==> src/rtl/conv_pkg.sv <==
// Shared types and helpers for the 1-D convolution engine.
package conv_pkg;

  localparam int CONV_WIDTH = 8;

  typedef enum logic [2:0] {
    S_LOAD_F,
    S_LOAD_X,
    S_COMPUTE,
    S_DRAIN,
    S_OUTPUT
  } conv_state_e;

  // Clamp a signed value into the w-bit two's complement range.
  function automatic logic signed [31:0] sat_w(input logic signed [31:0] v, input int w);
    logic signed [31:0] hi;
    logic signed [31:0] lo;
    hi = (32'sd1 <<< (w - 1)) - 32'sd1;
    lo = -(32'sd1 <<< (w - 1));
    if (v > hi) return hi;
    if (v < lo) return lo;
    return v;
  endfunction

endpackage

==> src/rtl/conv_mac.sv <==
// Pipelined saturating MAC: saturated product register, then saturating accumulate.
module conv_mac
  import conv_pkg::*;
#(
  parameter int WIDTH   = CONV_WIDTH,
  parameter int RELU_EN = 1
) (
  input  logic                    clk,
  input  logic                    reset,
  input  logic                    in_vld,
  input  logic signed [WIDTH-1:0] x_in,
  input  logic signed [WIDTH-1:0] f_in,
  input  logic                    acc_clr,
  output logic signed [WIDTH-1:0] y
);

  logic signed [2*WIDTH-1:0] prod;
  logic signed [WIDTH:0]     sum;
  logic signed [WIDTH-1:0]   p_sat;
  logic signed [WIDTH-1:0]   p_reg;
  logic signed [WIDTH-1:0]   acc;
  logic signed [WIDTH-1:0]   acc_sat;
  logic                      p_vld;

  // Saturating each term keeps a clipped partial sum from wrapping on the next add.
  always_comb begin
    prod    = x_in * f_in;
    p_sat   = WIDTH'(sat_w(32'(prod), WIDTH));
    sum     = (WIDTH+1)'(acc) + (WIDTH+1)'(p_reg);
    acc_sat = WIDTH'(sat_w(32'(sum), WIDTH));
    y       = ((RELU_EN != 0) && (acc < 0)) ? '0 : acc;
  end

  always_ff @(posedge clk or negedge reset) begin
    if (!reset) begin
      p_vld <= 1'b0;
      p_reg <= '0;
      acc   <= '0;
    end else begin
      p_vld <= in_vld;
      if (in_vld) p_reg <= p_sat;
      if (acc_clr)    acc <= '0;
      else if (p_vld) acc <= acc_sat;
    end
  end

endmodule

==> src/rtl/conv1d_stream.sv <==
// Streaming 1-D convolution: load filter, load input vector, emit one result per window.
// state     | meaning
// S_LOAD_F  | accept F_LEN filter taps
// S_LOAD_X  | accept X_LEN samples; f_valid at sample 0 reloads the filter
// S_COMPUTE | issue F_LEN tap reads for the current window
// S_DRAIN   | 2 cycles to flush read latency and product register
// S_OUTPUT  | hold y_valid/y_data until y_ready
module conv1d_stream
  import conv_pkg::*;
#(
  parameter int X_LEN   = 16,
  parameter int F_LEN   = 4,
  parameter int WIDTH   = CONV_WIDTH,
  parameter int STRIDE  = 1,
  parameter int RELU_EN = 1
) (
  input  logic                    clk,
  input  logic                    reset,
  input  logic signed [WIDTH-1:0] f_data,
  input  logic                    f_valid,
  output logic                    f_ready,
  input  logic signed [WIDTH-1:0] x_data,
  input  logic                    x_valid,
  output logic                    x_ready,
  output logic signed [WIDTH-1:0] y_data,
  output logic                    y_valid,
  input  logic                    y_ready
);

  localparam int XW = $clog2(X_LEN);
  localparam int FW = $clog2(F_LEN);

  conv_state_e state, state_nx;

  logic [FW-1:0] f_cnt;
  logic [FW-1:0] k_cnt;
  logic [XW-1:0] x_cnt;
  logic [XW-1:0] win;
  logic [XW-1:0] rd_addr;
  logic          drain_cnt;
  logic          rd_vld;
  logic          f_hs, x_hs, y_hs;
  logic          f_last, x_last, k_last, win_last;

  logic signed [WIDTH-1:0] x_mem [X_LEN];
  logic signed [WIDTH-1:0] f_mem [F_LEN];
  logic signed [WIDTH-1:0] x_rd;
  logic signed [WIDTH-1:0] f_rd;

  assign f_hs     = f_valid & f_ready;
  assign x_hs     = x_valid & x_ready;
  assign y_hs     = y_valid & y_ready;
  assign f_last   = (f_cnt == FW'(F_LEN - 1));
  assign x_last   = (x_cnt == XW'(X_LEN - 1));
  assign k_last   = (k_cnt == FW'(F_LEN - 1));
  assign win_last = (win == XW'(X_LEN - F_LEN));
  assign rd_addr  = win + XW'(k_cnt);

  always_ff @(posedge clk or negedge reset) begin
    if (!reset) state <= S_LOAD_F;
    else        state <= state_nx;
  end

  always_comb begin
    state_nx = state;
    f_ready  = 1'b0;
    x_ready  = 1'b0;
    y_valid  = 1'b0;
    unique case (state)
      S_LOAD_F: begin
        f_ready = 1'b1;
        if (f_valid && f_last) state_nx = S_LOAD_X;
      end
      S_LOAD_X: begin
        if (x_cnt == '0 && f_valid) begin
          state_nx = S_LOAD_F;
        end else begin
          x_ready = 1'b1;
          if (x_valid && x_last) state_nx = S_COMPUTE;
        end
      end
      S_COMPUTE: if (k_last) state_nx = S_DRAIN;
      S_DRAIN:   if (drain_cnt) state_nx = S_OUTPUT;
      S_OUTPUT: begin
        y_valid = 1'b1;
        if (y_ready) state_nx = win_last ? S_LOAD_X : S_COMPUTE;
      end
      default: state_nx = S_LOAD_F;
    endcase
  end

  always_ff @(posedge clk or negedge reset) begin
    if (!reset) begin
      f_cnt     <= '0;
      x_cnt     <= '0;
      k_cnt     <= '0;
      win       <= '0;
      drain_cnt <= 1'b0;
      rd_vld    <= 1'b0;
    end else begin
      rd_vld <= (state == S_COMPUTE);
      if (f_hs) f_cnt <= f_last ? '0 : f_cnt + 1'b1;
      if (x_hs) x_cnt <= x_last ? '0 : x_cnt + 1'b1;
      if (x_hs && x_last) win <= '0;
      if (state == S_COMPUTE) k_cnt <= k_last ? '0 : k_cnt + 1'b1;
      if (state == S_DRAIN) drain_cnt <= ~drain_cnt;
      if (y_hs) win <= win_last ? '0 : win + XW'(STRIDE);
    end
  end

  // Storage needs no reset; rd_vld qualifies everything read out of it.
  always_ff @(posedge clk) begin
    if (f_hs) f_mem[f_cnt] <= f_data;
    if (x_hs) x_mem[x_cnt] <= x_data;
    x_rd <= x_mem[rd_addr];
    f_rd <= f_mem[k_cnt];
  end

  conv_mac #(
    .WIDTH  (WIDTH),
    .RELU_EN(RELU_EN)
  ) u_mac (
    .clk    (clk),
    .reset  (reset),
    .in_vld (rd_vld),
    .x_in   (x_rd),
    .f_in   (f_rd),
    .acc_clr(y_hs),
    .y      (y_data)
  );

endmodule

==> config.mk <==
export PLATFORM = sky130hd
export DESIGN_NAME = conv1d_stream
export DESIGN_NICKNAME = d
export VERILOG_FILES = /design/src/rtl/conv_pkg.sv /design/src/rtl/conv_mac.sv /design/src/rtl/conv1d_stream.sv
export SDC_FILE = /design/constraint.sdc
export NUM_CORES = 1
export LEC_CHECK = 0
export ABC_AREA = 1
export BUFFER_PORTS_ARGS = -buffer_cell sky130_fd_sc_hd__buf_2
export CAP_MARGIN = 10
export CORE_ASPECT_RATIO = 1.2
export CORE_UTILIZATION = 40
export CTS_BUF_LIST = sky130_fd_sc_hd__clkbuf_4 sky130_fd_sc_hd__clkbuf_8
export DETAILED_ROUTE_END_ITERATION = 12
export PLACE_DENSITY = 0.58
export SLEW_MARGIN = 20
export SYNTH_ARGS = -nofsm -noshare
export SYNTH_HDL_FRONTEND = slang
export SYNTH_HIERARCHICAL = 1
export SYNTH_SLANG_ARGS = --single-unit
==> constraint.sdc <==
create_clock -name clk -period 7.9 [get_ports clk]
set_clock_uncertainty 0.15 [all_clocks]
set_input_delay 2.37 -clock clk [delete_from_list [all_inputs] [get_ports clk]]
set_output_delay 2.37 -clock clk [all_outputs]
set_load 0.05 [all_outputs]
; Yosys cells after proc, flatten, opt, wreduce, memory -nomap -nowiden
; Memories as Yosys holds them, arrays and structs flattened. A register that Yosys moved wholly into a read port is not among the register bits.
; Cells that the tools add are included.
[word_totals]
reg_bits = 34
ram_bits = 160
out_inout_bits = 11
wordCells = 89
mem_count = 2
[mem_list]
columns = name, words, width, read_ports, rd_clocked_by_memory_dff, wr, line
row1 = x_mem, 16, 8, 1, 1, 1, conv1d_stream.sv:45  ; logic signed [WIDTH-1:0] x_mem [X_LEN];
row2 = f_mem, 4, 8, 1, 1, 1, conv1d_stream.sv:46  ; logic signed [WIDTH-1:0] f_mem [F_LEN];
[classes]
add_sub_neg = 6
n_mul = 1
n_lt_le_gt_ge = 5
eq_ne = 13
muxes = 39
bitwise = 4
reduce_logical = 9
[op_table]
columns = operator, count
row1 = 8-bit 2-to-1 mux, 11
row2 = 3-bit 2-to-1 mux, 6
row3 = 16-bit by 8-bit greater-than comparator with 1-bit output (second input constant), 1
row4 = 16-bit by 8-bit < comparator with 1-bit output (second input constant), 1
row5 = 8-bit by 8-bit multiplier with 16-bit output, 1
row6 = 4-bit 2-to-1 mux, 4
row7 = 3-bit case mux with 5 select lines, 1
row8 = 1-bit 2-to-1 mux, 14
row9 = 8-bit by 8-bit adder with 9-bit output, 1
row10 = 9-bit by 8-bit greater-than comparator with 1-bit output (second input constant), 1
row11 = 9-bit by 8-bit < comparator with 1-bit output (second input constant), 1
row12 = 4-bit by 1-bit adder with 4-bit output (second input constant), 2
row13 = 4-bit equality test (second input constant), 2
row14 = 8-bit by 1-bit < comparator with 1-bit output (second input constant), 1
row15 = 2-bit inequality test (second input constant), 4
row16 = 3-bit by 2-bit equality test with 1-bit output (second input constant), 2
row17 = 2-bit 2-to-1 mux, 3
row18 = 5-bit AND reduction, 1
row19 = 2-bit by 1-bit adder with 2-bit output (second input constant), 2
row20 = 4-bit by 2-bit adder with 4-bit output, 1
row21 = 2-bit equality test (second input constant), 2
row22 = 1-bit logical AND, 4
row23 = 4-bit zero test, 1
row24 = 2-bit nonzero test, 2
row25 = 6 further kinds, 8

; Logic depth before layout (Yosys ltp)
; Gate-level depths: netlist of run 1.
[depth]
ltp_word = 8
ltp_mapped = 27
depth_no_buf = 26

; Hierarchy
; The synthesis of run 1 kept the hierarchy.
[by_module_without_submodules]
columns = mod, n_inst, cells_each, area_per_inst_um2, seq_area_each_um2
row1 = conv1d_stream, 1, 768, 8161.6, 5550.3
row2 = conv_mac, 1, 579, 3967.6, 425.4

; Worst setup path after synthesis of run 1
; OpenSTA, ideal clock, no wires.
[synth_path]
kind = input -> output
from = in f_valid
to = out x_ready
t_arrival_ns = 2.817
required_time_ns = 5.380
setup_slack_ns = 2.563
path_stages = 5
path_buffers = 0
path_cell_list = nand2_1 inv_1 nand2_1 nand2_2 inv_2
[synth_via]
elab_chain_len = 3
[synth_lines]
columns = item, line
row1 = start: declaration, conv1d_stream.sv:20  ; input logic f_valid,
row2 = 1-bit logical AND, conv1d_stream.sv:75  ; if (x_cnt == '0 && f_valid) begin
row3 = 1-bit 2-to-1 mux, conv1d_stream.sv:75
row4 = 1-bit 2-to-1 mux, conv1d_stream.sv:69  ; unique case (state)
row5 = end: declaration, conv1d_stream.sv:24  ; output logic x_ready,
; No other way between the ends.

; Worst setup path in the final report of run 1
; Ends and elaborated chain as after synthesis.

==> metrics.txt, run 1 <==
Synth Register Bits=210; critical path's top delay family=buffers and inverters; critical path class=in2out; worst-path cell chain=buf_2 -> nand2_1 -> inv_1 -> nand2_1 -> nand2_2 -> inv_2 -> buf_2; RSZ-0062 raised after global routing=false; M1 GR Usage=0.207; Crit Path Max Fanout=4; Worst setup startpoint=f_valid; Worst R2R End=u_mac/p_reg[0]; Clk pin slew, worst setup/hold paths=0.06 ns; syn nets=1475; max FFs per register=128; CTS tree=done; Layout area overhead=9.93%; crit path buf inv count=4; Unique masters post-synth=43; initial antenna violation count=0; Nets=1500; Cells after Synth=1347; biggest registers after layout=x_mem (128), f_mem (32); Critical Path Sink Type=output pin; Clock Latency Late Sink=0.54 ns; Wirelength per Cell=14.1 µm; WP depth=7; layout cells sized above 1=0.0858; largest net degree at the start of global routing=63; asr flop ratio synth=0.162; Sink Count=210; CP max stage cell=buf_2; ratio of final minimum period to clock period=0.709; Final Hold Fails=0; via/cell ratio=4.66; GRT busiest layer=met2; syn_area_per_cell=between 9 and 10 µm²; fill count=2908; final setup vio count=0; number of diodes=0; Die W=roughly 160 µm; r2r setup slk=3.03 ns; CP peak stage delay=0.25 ns; core area=29700 µm²; Clock Path Buffers=3; Final ANT Viol Nets=0; post-CTS setup buffers=0; worst r2r src=f_rd[2]; post-synthesis sequential area ratio=0.493; H-tree levels=2; DRC errors left=0; actual slew at the worst max-slew pin=0.924 ns; Hold Buf Count CTS=0; Post-CTS Resized=0; worst path required time=5.38 ns; Yosys warning count=6; Crit path arrival time=between 3 and 4 ns; setup TNS=0 ns; multi-input combinational cell area=4940 µm²; Port-buffer cells=30; total CTS buffers=37; Initial Util=0.408; Worst Hold Class=reg2reg; Row Count=just under 70; max-slew violations=0; EDFF count, synth=160; Total GRT Usage=0.168; ys flop type=edfxtp_1; MaxCap Viol Count=0; status=complete, no violations; global-route wire length before repair=41000 µm; Die Y-Extent=193 µm; gr ovfl total=0; Final HPWL DP=17200 µm; mapped cell area=around 12000 µm²; Routed WL=25200 µm; GR Util met2=0.297; Root Buffer=clkbuf_8; RD Place Congestion=just over 0.8; fin crit period=5.60 ns; crit start category=input port; DR pass1 iterations=5; crit path to=x_ready; vias in the first global route=8111; Fmax=179 MHz; slew margin rel.=0.384; via count=8328; M3 GR Usage=0.0256; DRT iter0 DRCs=540; I/O Pins=32; Reg area=5980 µm²; Worst R2R Path Depth=22; Top reg by flops=x_mem; Die Footprint=roughly 31000 µm²
==> stage by stage <==
stage           util  instance area (µm²)  setup slack [ns]  instances  hold slack, ns
2_1_floorplan      -                12100              2.56       1347           0.305
3_3_place_gp   0.423                12600              2.28       1723           0.328
3_5_place_dp   0.423                12600              2.30       1723           0.335
4_1_cts        0.449                13300              2.29       1789           0.354
5_1_grt        0.449                13300              2.25       1789           0.379
6_report       0.449                13300              2.30       1789           0.346
==> worst min-delay path, cell delays in order, from the launching register on <==
cell,delay [ns]
dfrtp_1,0.35
nand2_1,0.06
nand2_1,0.05
==> cells in the mapped netlist (10+ instances only) <==
master / instances / area share
dfrtp_1: 34 / 0.070
inv_2: 10 / 0.0031
fa_1: 57 / 0.094
a21oi_1: 14 / 0.0058
buf_2: 15 / 0.0062
inv_1: 255 / 0.079
edfxtp_1: 160 / 0.40
nand3_1: 103 / 0.043
dfxtp_1: 16 / 0.026
xor2_1: 13 / 0.0094
o21ai_0: 19 / 0.0078
clkbuf_1: 23 / 0.0071
nor2_1: 105 / 0.032
nand2_1: 401 / 0.12
ha_1: 50 / 0.052
==> cell families (layout without fill, tap and decap cells) <==
kind of cell,Yosys count,count (layout),synth area share
DFF,210,210,0.493
buffers and inverters,314,366,0.101
xor gates and xnor gates,20,20,0.0157
AOI/OAI and AO/OA,58,58,0.0266
adders and majority gates,107,107,0.146
other,1,1,0.000309
and+or+nand+nor,637,637,0.218
==> placed cells by master (no fill, tap or decap), types with 8 or more instances in the layout <==
cell type	count
clkbuf_4	9
edfxtp_1	160
o22ai_1	9
inv_1	255
nand2_1	401
o21ai_1	9
dfxtp_1	16
inv_2	10
xor2_1	13
nand3_1	103
clkbuf_8	38
dfrtp_1	34
ha_1	49
clkinv_1	13
buf_2	30
fa_1	57
nand3_2	8
nor2_1	105
o21ai_0	19
a21oi_1	14
==> per-layer routing <==
layer	wire length, µm	up-vias
met5	0	-
met4	672	0
met3	709	42
met2	12600	114
met1	11300	3949
li1	-	4223
==> how the worst min path moves through the flow <==
stage                   start              to  slack (ns)  cells after the start
5_1_grt        u_mac/p_reg[3]  u_mac/p_reg[3]        0.38                      2
3_3_place_gp        drain_cnt       drain_cnt        0.33                      2
2_1_floorplan  u_mac/p_reg[0]  u_mac/p_reg[0]        0.31                      2
4_1_cts        u_mac/p_reg[4]  u_mac/p_reg[4]        0.35                      2
6_report       u_mac/p_reg[4]  u_mac/p_reg[4]        0.35                      2
3_5_place_dp   u_mac/p_reg[4]  u_mac/p_reg[4]        0.33                      2
==> area by class of cell <==
| class | count | share of cell area |
|---|---|---|
| Inverter | 268 | 0.0754 |
| Multi-Input combinational cell | 823 | 0.370 |
| Clock buffer | 47 | 0.0443 |
| Tap cell | 390 | 0.0366 |
| Timing Repair Buffer | 32 | 0.0124 |
| Clock inverter | 19 | 0.0127 |
| Sequential cell | 210 | 0.448 |
Power of run 1 is not shown: default switching activity piles up to over one toggle a cycle in this logic, so the estimate is an artifact.
==> run 2: changes to the inputs <==
==> constraint.sdc (replaced) <==
create_clock -name clk -period 5.82 [get_ports clk]
set_clock_uncertainty 0.15 [all_clocks]
set_input_delay 1.746 -clock clk [delete_from_list [all_inputs] [get_ports clk]]
set_output_delay 1.746 -clock clk [all_outputs]
set_load 0.05 [all_outputs]
==> run 2 against run 1 <==
Against the previous run: hold slack improved by 0.0044 ns; non-clock buffer count unchanged; register-to-register slack worse by 2.1 ns; via count down 0.49%; utilization fell by 0.059 points; die area unchanged; global-route usage increased by 0.28 points; sequential share of layout area up 0.059 points; final cell count is 0.17% higher; wire length up 0.43%; largest cell class unchanged.
==> metrics.txt, run 2 (synthesis results as in run 1) <==
Root Buffer=clkbuf_8 (unchanged); largest net degree at the start of global routing=80 (was 63); status=complete, no violations (unchanged); Top reg by flops=x_mem (unchanged); layout cells sized above 1=0.0870 (was 0.0858); Final HPWL DP=17300 µm (was 17200 µm); max FFs per register=128 (unchanged); Crit Path Max Fanout=8 (was 4); via/cell ratio=4.62 (was 4.66); core area=29700 µm² (unchanged); total CTS buffers=38 (was 37); global-route wire length before repair=41600 µm (was 41000 µm); DRT iter0 DRCs=540 (unchanged); hold_sp=drain_cnt (was u_mac/p_reg[4]); Clock Path Buffers=3 (unchanged); Row Count=69 (unchanged); number of diodes=0 (unchanged); critical path class=reg2reg (was in2out); M1 GR Usage=0.217 (was 0.207); GRT busiest layer=met2 (unchanged); Initial Util=0.408 (unchanged); initial antenna violation count=0 (unchanged); RD Place Congestion=0.853 (was 0.807); post-CTS setup buffers=0 (unchanged); most frequent CP cell=nand2_1; CP max stage cell=fa_1 (was buf_2); crit start category=flip-flop (was input port); pre-CTS setup slack=0.977 ns (was 2.30 ns); CP peak stage delay=0.54 ns (was 0.25 ns); MaxCap Viol Count=0 (unchanged); Port-buffer cells=30 (unchanged); slew margin rel.=0.360 (was 0.384); DRC errors left=0 (unchanged); Die W=161 µm (unchanged); Critical Path Sink Type=flip-flop (was output pin); ratio of final minimum period to clock period=0.835; setup TNS=0 ns (unchanged); Layout area overhead=9.79% (was 9.93%); fill count=2896 (was 2908); via count=8287 (was 8328); Wirelength per Cell=14.1 µm (about the same); actual slew at the worst max-slew pin=0.955 ns (was 0.924 ns); GR Util met2=0.292 (was 0.297); Total GRT Usage=0.170 (was 0.168); Routed WL=25300 µm (was 25200 µm); max-slew violations=0 (unchanged); Crit path arrival time=5.13 ns (was 3.08 ns); worst path required time=6.09 ns (was 5.38 ns); crit path buf inv count=5 (was 4); I/O Pins=32 (unchanged); Hold Buf Count CTS=0 (unchanged); critical path's top delay family=adder cells (was buffers and inverters); Final Hold Fails=0 (unchanged); Die Footprint=31000 µm² (unchanged); fin crit period=4.86 ns; DR pass1 iterations=5 (unchanged); gr ovfl total=0 (unchanged); worst r2r src=f_rd[7] (was f_rd[2]); Clock Latency Late Sink=0.54 ns (about the same); biggest registers after layout=x_mem (128), f_mem (32) (unchanged); Final ANT Viol Nets=0 (unchanged); Sink Count=210 (unchanged); most frequent cells in the layout=nand2_1 (401), inv_1 (255), edfxtp_1 (160) (unchanged); Nets=1501 (was 1500); RSZ-0062 raised after global routing=false (unchanged); Fmax=206 MHz; H-tree levels=2 (unchanged); Worst setup startpoint=f_rd[7] (was f_valid); Post-CTS Resized=0 (unchanged); Clk pin slew, worst setup/hold paths=0.07 ns (was 0.06 ns); Die Y-Extent=193 µm (unchanged); leading cell type in the layout, fill and taps excluded=nand2_1 (unchanged); final setup vio count=0 (unchanged); design area=13300 µm² (about the same); Worst Hold Class=reg2reg (unchanged); vias in the first global route=8167 (was 8111); M3 GR Usage=0.0249 (was 0.0256); CTS tree=done (unchanged); PnR worst setup slack=0.962 ns (was 2.30 ns); Placed Area=12600 µm² (unchanged)
-- run 2: cell count changes in the layout (fill, tap and decap cells not counted) --
cell,delta
clkbuf_4,+3
inv_8,-1
clkbuf_8,+2
bufinv_16,-2
clkinv_1,+1
-- run 2: worst min-delay path: cells and delay by family (launching register included) --
family,cells,cell delay [ns]
flops,1,0.34
compound gates,1,0.08
simple gates,1,0.06
-- run 2: path summary, 6_finish.rpt --
check                                 endpoint  slack (ns)  cells past startpoint
worst max-delay path            u_mac/p_reg[0]        0.96                     25
worst max register to register  u_mac/p_reg[0]        0.96                     25
min in group asynchronous       u_mac/p_reg[7]        1.15                      1
worst min-delay path                 drain_cnt        0.35                      2
max in group asynchronous             x_cnt[3]        3.82                      1
worst min register to register       drain_cnt        0.35                      2
-- run 2: layout make-up --
type | instances | area, µm² | share of cell area
clock buffers | 52 | 641 | 0.0481
clock inverters | 17 | 101 | 0.00761
inverters | 268 | 1010 | 0.0755
multi-input cells | 823 | 4940 | 0.371
flip-flops and latches | 210 | 5980 | 0.449
well taps | 390 | 488 | 0.0366
repair buffers | 32 | 165 | 0.0124
-- run 2: layer usage --
layer / vias up / routed length, µm
met2: 141 / 12100
li1: 4221 / -
met1: 3874 / 11400
met3: 51 / 969
met5: - / 0
met4: 0 / 836
-- run 2: metrics by stage --
| stage | hold slack, ns | instances | utilization |
|---|---|---|---|
| 3_3_place_gp | 0.332 | 1723 | 0.423 |
| 4_1_cts | 0.351 | 1792 | 0.448 |
| 5_1_grt | 0.374 | 1792 | 0.448 |
| 6_report | 0.351 | 1792 | 0.448 |
| 3_5_place_dp | 0.336 | 1723 | 0.423 |
| 2_1_floorplan | 0.305 | 1347 | - |
Power of run 2 is left out for the same reason.
==> run 3: changes to the inputs <==
==> constraint.sdc (replaced) <==
create_clock -name clk -period 5.1 [get_ports clk]
set_clock_uncertainty 0.15 [all_clocks]
set_input_delay 1.53 -clock clk [delete_from_list [all_inputs] [get_ports clk]]
set_output_delay 1.53 -clock clk [all_outputs]
set_load 0.05 [all_outputs]
==> run 3 against run 2 <==
Against the previous run: critical path depth fell by 2; fmax rose by 3.9%; final cell count did not move; global-route usage rose by 0.26 points; via count rose by 0.48%; utilization rose by 0.24 points; first-iteration DRC count fell by 16%; flip-flop and latch count did not move; final area rose by 0.53%; die area did not move; count of clock-buffer cells in the layout rose by 4; critical path type unchanged; largest cell class unchanged; highest routed layer unchanged.
==> metrics.txt, run 3 (synthesis results as in run 1) <==
status=complete, no violations (unchanged); fin crit period=4.68 ns (was 4.86 ns); Port-buffer cells=30 (unchanged); number of diodes=0 (unchanged); ratio of final minimum period to clock period=0.917 (was 0.835); met2 routed WL=12600 µm (was 12100 µm); DRT iter0 DRCs=453 (was 540); Crit Path Max Fanout=8 (unchanged); global-route wire length before repair=42400 µm (was 41600 µm); Sink Count=210 (unchanged); crit start category=flip-flop (unchanged); layout cells sized above 1=0.105 (was 0.0870); Nets=1502 (was 1501); Final HPWL DP=17800 µm (was 17300 µm); leading cell type in the layout, fill and taps excluded=nand2_1 (unchanged); critical path class=reg2reg (unchanged); Top reg by flops=x_mem (unchanged); Total GRT Usage=0.173 (was 0.170); Die Y-Extent=193 µm (unchanged); fin util=0.451 (was 0.448); Clock Latency Late Sink=0.53 ns (was 0.54 ns); largest net degree at the start of global routing=80 (unchanged); max FFs per register=128 (unchanged); most frequent cells in the layout=nand2_1 (399), inv_1 (253), edfxtp_1 (160) (was nand2_1 (401), inv_1 (255), edfxtp_1 (160)); highest routed layer=met4 (unchanged); Layout area overhead=10.4% (was 9.79%); setup TNS=0 ns (unchanged); Fmax=214 MHz (was 206 MHz); Clock Path Buffers=3 (unchanged); via count=8327 (was 8287); Crit path arrival time=4.99 ns (was 5.13 ns); M1 WL=11700 µm (was 11400 µm); initial antenna violation count=0 (unchanged); fin cells=1792 (unchanged); I/O Pins=32 (unchanged); Row Count=69 (unchanged); final setup vio count=0 (unchanged); Root Buffer=clkbuf_8 (unchanged); H-tree levels=2 (unchanged); cell count after placement=1725 (was 1723); vias in the first global route=8300 (was 8167); max-slew violations=0 (unchanged); biggest registers after layout=x_mem (128), f_mem (32) (unchanged); actual slew at the worst max-slew pin=0.986 ns (was 0.955 ns); gr ovfl total=0 (unchanged); slew margin rel.=0.340 (was 0.360); Wirelength per Cell=14.4 µm (was 14.1 µm); RSZ-0062 raised after global routing=false (unchanged); met3 routed WL=824 µm (was 969 µm); RD Place Congestion=0.836 (was 0.853); Die Footprint=31000 µm² (unchanged); Routed WL=25800 µm (was 25300 µm); CTS tree=done (unchanged); Final ANT Viol Nets=0 (unchanged); Clk pin slew, worst setup/hold paths=0.06 ns (was 0.07 ns); total CTS buffers=37 (was 38); r2r setup slk=0.42 ns (was 0.96 ns); DRC errors left=0 (unchanged); via/cell ratio=4.65 (was 4.62); Worst Hold Class=reg2reg (unchanged); Final Hold Fails=0 (unchanged); Critical Path Sink Type=flip-flop (unchanged); core area=29700 µm² (unchanged); DR pass1 iterations=5 (unchanged); Hold Buf Count CTS=0 (unchanged); Die W=161 µm (unchanged); Initial Util=0.408 (unchanged); post-CTS setup buffers=0 (unchanged); worst path required time=5.41 ns (was 6.09 ns); MaxCap Viol Count=0 (unchanged)
run 3: cell type report:
class	count	area (µm²)
timing repair buffer	34	180
sequential	210	5990
clock inverter	11	90.1
clock buffer	56	671
multi-input combinational	823	4960
fill	2882	16300
inverter	268	1010
tap	390	488
run 3: critical path: stages (launching register included):
cell and delay (ns):
dfxtp_1 0.52, nor2_1 0.14, fa_1 0.55, inv_1 0.07
fa_1 0.50, inv_1 0.05, fa_1 0.52, inv_1 0.05
fa_1 0.52, inv_1 0.04, ha_1 0.36, nand2_1 0.09
nand2_1 0.06, a21oi_1 0.19, nand3_1 0.11, nand2_1 0.07
nand2_1 0.07, nor2_1 0.09, nand3_1 0.13, nand2_2 0.12
nand2_1 0.06, nand2_1 0.05, nand2_1 0.05, nand2_1 0.06
run 3: stage by stage:
step	setup slack, ns	hold slack [ns]	area, µm²
final	0.424	0.348	13400
after global routing	0.00274	0.373	13400
after CTS	0.219	0.356	13300
after detailed placement	0.237	0.338	12600
after global placement	0.345	0.330	12600
after floorplan	0.571	0.305	12100
run 3: repair_timing:
| action | 4_1_cts | 5_1_grt |
|---|---|---|
| endpoints found under the hold margin | 0 | 0 |
| setup endpoints to repair | 0 | 7 |
| resized for setup | 0 | 18 |
run 3: metal layers:
metal  track usage  up-vias
met2         0.298      130
met4        0.0675        0
met5             0        -
li1              -     4230
met3        0.0219       47
met1         0.221     3920
run 3: path summary, 6_finish.rpt:
check	start	to	cells after the start
worst max-delay path	x_rd[4]	u_mac/p_reg[5]	23
worst min register to register	u_mac/p_reg[6]	u_mac/p_reg[6]	2
worst min-delay path	u_mac/p_reg[6]	u_mac/p_reg[6]	2
worst max register to register	x_rd[4]	u_mac/p_reg[5]	23
max in group asynchronous	reset	x_cnt[1]	1
min in group asynchronous	reset	u_mac/acc[4]	1
Power of run 3 is left out for the same reason.
